<file path="config.mk">
export PLATFORM = sky130hd
export DESIGN_NAME = quad_decoder
export DESIGN_NICKNAME = d
export VERILOG_FILES = /design/src/rtl/quad_pkg.sv /design/src/rtl/quad_sync_filt.sv /design/src/rtl/quad_decoder.sv
export SDC_FILE = /design/constraint.sdc
export NUM_CORES = 1
export LEC_CHECK = 0
export BUFFER_PORTS_ARGS = -buffer_cell sky130_fd_sc_hd__buf_2
export CORE_MARGIN = 1.5
export CORE_UTILIZATION = 40
export DETAILED_ROUTE_END_ITERATION = 10
export GPL_TIMING_DRIVEN = 0
export HOLD_SLACK_MARGIN = 0.15
export SLEW_MARGIN = 10
export SYNTH_ARGS = -nofsm -noshare
export SYNTH_HDL_FRONTEND = slang
export SYNTH_SLANG_ARGS = --single-unit
</file>
<file path="constraint.sdc">
create_clock -name clk -period 8.8 [get_ports clk]
set_clock_uncertainty 0.1 [all_clocks]
set_input_delay 0.44 -clock clk [delete_from_list [all_inputs] [get_ports clk]]
set_output_delay 0.44 -clock clk [all_outputs]
set_load 0.01 [all_outputs]
</file>
<file path="src/rtl/quad_pkg.sv">
// Shared constants and transition decoding for the quadrature decoder.
// The {a,b} Gray states advance 00 -> 01 -> 11 -> 10 -> 00 in the up direction.
package quad_pkg;

   localparam logic DIR_UP = 1'b1;
   localparam logic DIR_DN = 1'b0;

   localparam logic [1:0] GRAY_S0 = 2'b00;
   localparam logic [1:0] GRAY_S1 = 2'b01;
   localparam logic [1:0] GRAY_S2 = 2'b11;
   localparam logic [1:0] GRAY_S3 = 2'b10;

   typedef enum logic [1:0] {
      TR_IDLE = 2'd0,
      TR_UP   = 2'd1,
      TR_DN   = 2'd2,
      TR_ILL  = 2'd3
   } trans_t;

   function automatic logic [1:0] gray_next_up(input logic [1:0] s);
      logic [1:0] n;
      case (s)
         GRAY_S0: n = GRAY_S1;
         GRAY_S1: n = GRAY_S2;
         GRAY_S2: n = GRAY_S3;
         default: n = GRAY_S0;
      endcase
      return n;
   endfunction

   function automatic trans_t decode_trans(input logic [1:0] prev_ab, input logic [1:0] cur_ab);
      trans_t t;
      if (prev_ab == cur_ab)
         t = TR_IDLE;
      else if ((prev_ab ^ cur_ab) == 2'b11)
         t = TR_ILL;
      else if (gray_next_up(prev_ab) == cur_ab)
         t = TR_UP;
      else
         t = TR_DN;
      return t;
   endfunction

endpackage

</file>
<file path="src/rtl/quad_sync_filt.sv">
// One quadrature channel: 2-flop synchronizer, then an optional stability filter
// compiled in only when QUAD_FILTER_EN is defined.
module quad_sync_filt
   import quad_pkg::*;
#(
   parameter int FILT_LEN = 3
) (
   input  logic clk,
   input  logic rst_n,
   input  logic din,
   output logic dout
);

   logic sync1_reg;
   logic sync2_reg;

   always_ff @(posedge clk or negedge rst_n) begin
      if (!rst_n) begin
         sync1_reg <= 1'b0;
         sync2_reg <= 1'b0;
      end else begin
         sync1_reg <= din;
         sync2_reg <= sync1_reg;
      end
   end

`ifdef QUAD_FILTER_EN
   logic       filt_reg;
   logic       filt_next;
   logic [3:0] cnt_reg;
   logic [3:0] cnt_next;

   // A new level is accepted on the FILT_LEN-th consecutive differing sample.
   always_comb begin
      filt_next = filt_reg;
      cnt_next  = 4'd0;
      if (sync2_reg != filt_reg) begin
         if (cnt_reg == 4'(FILT_LEN - 1)) begin
            filt_next = sync2_reg;
         end else begin
            cnt_next = cnt_reg + 4'd1;
         end
      end
   end

   always_ff @(posedge clk or negedge rst_n) begin
      if (!rst_n) begin
         filt_reg <= 1'b0;
         cnt_reg  <= 4'd0;
      end else begin
         filt_reg <= filt_next;
         cnt_reg  <= cnt_next;
      end
   end

   assign dout = filt_reg;
`else
   assign dout = sync2_reg;
`endif

endmodule

</file>
<file path="src/rtl/quad_decoder.sv">
// Quadrature decoder: synchronized (optionally filtered) A/B channels drive a
// wrapping position counter. Optional glitch filter: QUAD_FILTER_EN.
module quad_decoder
   import quad_pkg::*;
#(
   parameter int CNT_W    = 16,
   parameter int FILT_LEN = 3
) (
   input  logic             clk,
   input  logic             rst_n,
   input  logic             qa,
   input  logic             qb,
   input  logic             clr,
   output logic             step,
   output logic             dir,
   output logic [CNT_W-1:0] pos,
   output logic             rc,
   output logic             err
);

   localparam logic [CNT_W-1:0] POS_MAX = {CNT_W{1'b1}};

   logic a_s;
   logic b_s;
   logic [1:0] cur_ab;

   quad_sync_filt #(.FILT_LEN(FILT_LEN)) u_sync_a (
      .clk  (clk),
      .rst_n(rst_n),
      .din  (qa),
      .dout (a_s)
   );

   quad_sync_filt #(.FILT_LEN(FILT_LEN)) u_sync_b (
      .clk  (clk),
      .rst_n(rst_n),
      .din  (qb),
      .dout (b_s)
   );

   assign cur_ab = {a_s, b_s};

   logic [1:0]       prev_ab_reg;
   logic             primed_reg;
   logic             step_reg,  step_next;
   logic             dir_reg,   dir_next;
   logic [CNT_W-1:0] pos_reg,   pos_next;
   logic             rc_reg,    rc_next;
   logic             err_reg,   err_next;
   trans_t           trans;

   always_comb begin
      trans     = primed_reg ? decode_trans(prev_ab_reg, cur_ab) : TR_IDLE;
      step_next = 1'b0;
      dir_next  = dir_reg;
      pos_next  = pos_reg;
      rc_next   = 1'b0;
      err_next  = err_reg;
      case (trans)
         TR_UP: begin
            step_next = 1'b1;
            dir_next  = DIR_UP;
            pos_next  = pos_reg + 1'b1;
            rc_next   = (pos_reg == POS_MAX);
         end
         TR_DN: begin
            step_next = 1'b1;
            dir_next  = DIR_DN;
            pos_next  = pos_reg - 1'b1;
            rc_next   = (pos_reg == '0);
         end
         TR_ILL:  err_next = 1'b1;
         default: ;
      endcase
      // Clear wins over the count, but step/dir still report the transition.
      if (clr) begin
         pos_next = '0;
         err_next = 1'b0;
         rc_next  = 1'b0;
      end
   end

   always_ff @(posedge clk or negedge rst_n) begin
      if (!rst_n) begin
         prev_ab_reg <= 2'b00;
         primed_reg  <= 1'b0;
         step_reg    <= 1'b0;
         dir_reg     <= 1'b0;
         pos_reg     <= '0;
         rc_reg      <= 1'b0;
         err_reg     <= 1'b0;
      end else begin
         prev_ab_reg <= cur_ab;
         primed_reg  <= 1'b1;
         step_reg    <= step_next;
         dir_reg     <= dir_next;
         pos_reg     <= pos_next;
         rc_reg      <= rc_next;
         err_reg     <= err_next;
      end
   end

   assign step = step_reg;
   assign dir  = dir_reg;
   assign pos  = pos_reg;
   assign rc   = rc_reg;
   assign err  = err_reg;

endmodule

</file>
==> out/results.ini <==
[yosys]
synth.distinct_cells = 45
synth_compound_area_share_pct = 25.9
netlist_top_cells_area = dfrtp_1 37%, ha_1 12%, a22o_1 4.3%
yosys.area_share.simple_pct = 14.8
synthFlopType = dfrtp_1
yosys.area.top_type = dfrtp_1
syn_inst = 186
synth_common_cells = 27 x dfrtp_1, 17 x ha_1, 15 x nand2_1
synth-xor-area-share_pct = 4.81
synthAdderAreaFrac_pct = 12.8
ys_seq_area_share_pct = 37.1
avgSynthCellArea_um2 = 9.78
synth_top_area_share_pct = 37.1
synthMuxAreaShare_pct = 1.79
async_flop_share_pct = 100
synthMostInstantiatedCell = dfrtp_1
ys_warn_count = 0
syn_area_um2 = 1820
ys_ff_latch = 27
synth_top_family_by_area = compound AO/OA/AOI/OAI gates
synth_edf_count = 0
synth_nets = 209

[power]
vdd_drop_max_uv = 55.2
leakage_nw = 1.01
power_density_nw_per_um2 = 151

[cells_and_area]
drive_above_1_share_pct = 17.3
final_util_pct = 47.3
fin_nets = 238
syn_to_final_growth_pct = 13.1
fillers = 442
largest_reg_flops = 16
diodes = 0

[routing]
drtIter0Drc = 63
drc = 0
first_pass_iters = 4
via_count = 1535
wl_per_cell_um = 15.7
antenna_left = 0
drt_wl_total_um = 4180
via_per_inst = 5.77

[clocking]
clock_tree.buffer_depth = 2
root_buffer = clkbuf_8
cts_made_buffers = 3
cts.htree.levels = 1
clkTransAtPathRegs_ns = 0.10
cts-resized-gates = 0
clock_latency_ns = 0.27
cts_tree = done
numClockSinks = 27

[floorplan]
initial_core_util_pct = 41.8
fp.dieH_um = 70.4
die-area_um2 = 4960
core_area_um2 = 4350
num_rows = 24
die_w_um = 70.4
ios = 25

[sta]
finalCritPeriodShare_pct = 42.1
hold_viol = 0
setup_slack_ns = 5.10
tns_ns = 0
max_freq_ghz = 0.270
slew_violations = 0
tightest_slew_ns = 0.789
hold-worst-slack_ns = 0.163
rsz0062_at_grt = false
timing.slew.headroom_pct = 47.4
fin_crit_ns = 3.70
finalSetupViolations = 0

[global_routing]
grtUsageTotal_pct = 17.5
grt_pass1_vias = 1438
grt_start_max_net_pins = 28
grt_pass1_wl_um = 6960
antenna_found_initial = 0
gr-total-overflow = 0

[worst_setup_path]
slowest_stage = ha_1
worstPathCellList = mux2_2 > o211ai_1 > inv_1 > ha_1 > ha_1 > o21ai_0 > o21bai_2 > o311a_4 > a221oi_2 > mux2_1
r2r-start = prev_ab_reg[1]
reg2regPathDepth = 10
startpoint_type = flip-flop
cpMostUsedCell = ha_1
cp.arrival_ns = 3.77
critical_path_required_ns = 8.87
crit_fanout = 19
endpoint_kind = flip-flop
r2r_setup_slack_ns = 5.10
r2r-end = pos[15]
cp_slowest_stage_delay_ns = 0.48
path_class = reg2reg

[min_path]
hold_path.class = in2reg
hold_depth = 1
min_to = u_sync_b.sync1_reg
hp-start = qb

[placed_design]
gp_congestion = 0.834
place_hpwl_um = 3150
post-place-ws_ns = 5.16
portBuffers = 23

[status]
status = finished, final reports clean

[flow_run]
cap_viol_max_count = 0

## cell type report
type	instances	area, um^2	area share [%]
clock inverters	1	7.51	0.365
clock buffers	3	41.3	2.01
repair buffers	24	125	6.08
multi-input cells	147	1100	53.3
well taps	52	65.1	3.16
flip-flops and latches	27	676	32.8
plain buffers	4	16.3	0.790
inverters	8	30.0	1.46
## cell families after synthesis
logic type | Yosys count
XOR/XNOR | 10
other | 1
adder cells (fa/ha/maj) | 18
multiplexers | 3
AND/OR/NAND/NOR | 55
AO/OA/AOI/OAI | 60
flip-flops | 27
buffers and inverters | 12
## how the worst max path moves through the flow
| stage | endpoint | cells after the start | slack, ns | start |
|---|---|---|---|---|
| after CTS | pos[15] | 10 | 5.14 | prev_ab_reg[1] |
| after global routing | pos[15] | 10 | 4.88 | prev_ab_reg[1] |
| final | pos[15] | 10 | 5.10 | prev_ab_reg[1] |
| after detailed placement | pos[15] | 11 | 5.16 | prev_ab_reg[1] |
| after global placement | pos[15] | 10 | 5.20 | prev_ab_reg[1] |
| after floorplan | pos[15] | 10 | 5.55 | prev_ab_reg[1] |
## critical path: cells and delay by family, from the launching register on
family / cells / cell delay (ns)
muxes: 2 / 0.71
AOI/OAI and AO/OA: 5 / 1.32
DFF: 1 / 0.43
adders and majority gates: 2 / 0.94
buffers and inverters: 1 / 0.09
## metrics by stage
stage / power (mW) / instances / instance area, um^2
6_report: 0.310 / 266 / 2060
5_1_grt: 0.331 / 266 / 2060
4_1_cts: 0.313 / 266 / 2060
3_5_place_dp: 0.238 / 261 / 2000
3_3_place_gp: 0.237 / 261 / 2000
2_1_floorplan: 0.211 / 186 / 1820
## layout by cell type, fill, tap and decap left out, types with 2 or more instances in the layout
cell type / instances
dfrtp_1: 27
buf_2: 23
ha_1: 17
nand2_1: 15
nor2_1: 13
o21ai_0: 11
a22o_1: 9
inv_1: 8
xnor2_1: 7
a21oi_1: 6
nor4_1: 5
a21o_1: 5
a31oi_1: 5
o211ai_1: 4
nand4_1: 4
nor3_1: 4
nand2b_1: 3
clkbuf_1: 3
nor2b_1: 3
a32o_1: 3
xor2_1: 3
clkbuf_8: 3
o31ai_1: 2
nand3_1: 2
o21a_1: 2
a221oi_2: 2
and2_1: 2
or3_1: 2
## per-layer routing
metal / vias to the layer above / share of wire, % / GRT usage [%]
met5: - / 0 / 0
met4: 0 / 0.88 / 4.49
met3: 4 / 2.8 / 2.31
met2: 33 / 46 / 27.5
met1: 737 / 50 / 25.5
li1: 761 / - / -
## report_power, final
part	total [mW]	switching [mW]	internal [mW]
combinational	0.0889	0.0515	0.0375
clock	0.0742	0.0420	0.0322
sequential	0.147	0.0127	0.135
## timing repair
item | in CTS | in global routing
hold endpoints to repair | 27 | 0
hold buffers | 1 | 0
buffers inserted | 0 | 0
No activity file was read; power rests on OpenSTA's default activity.
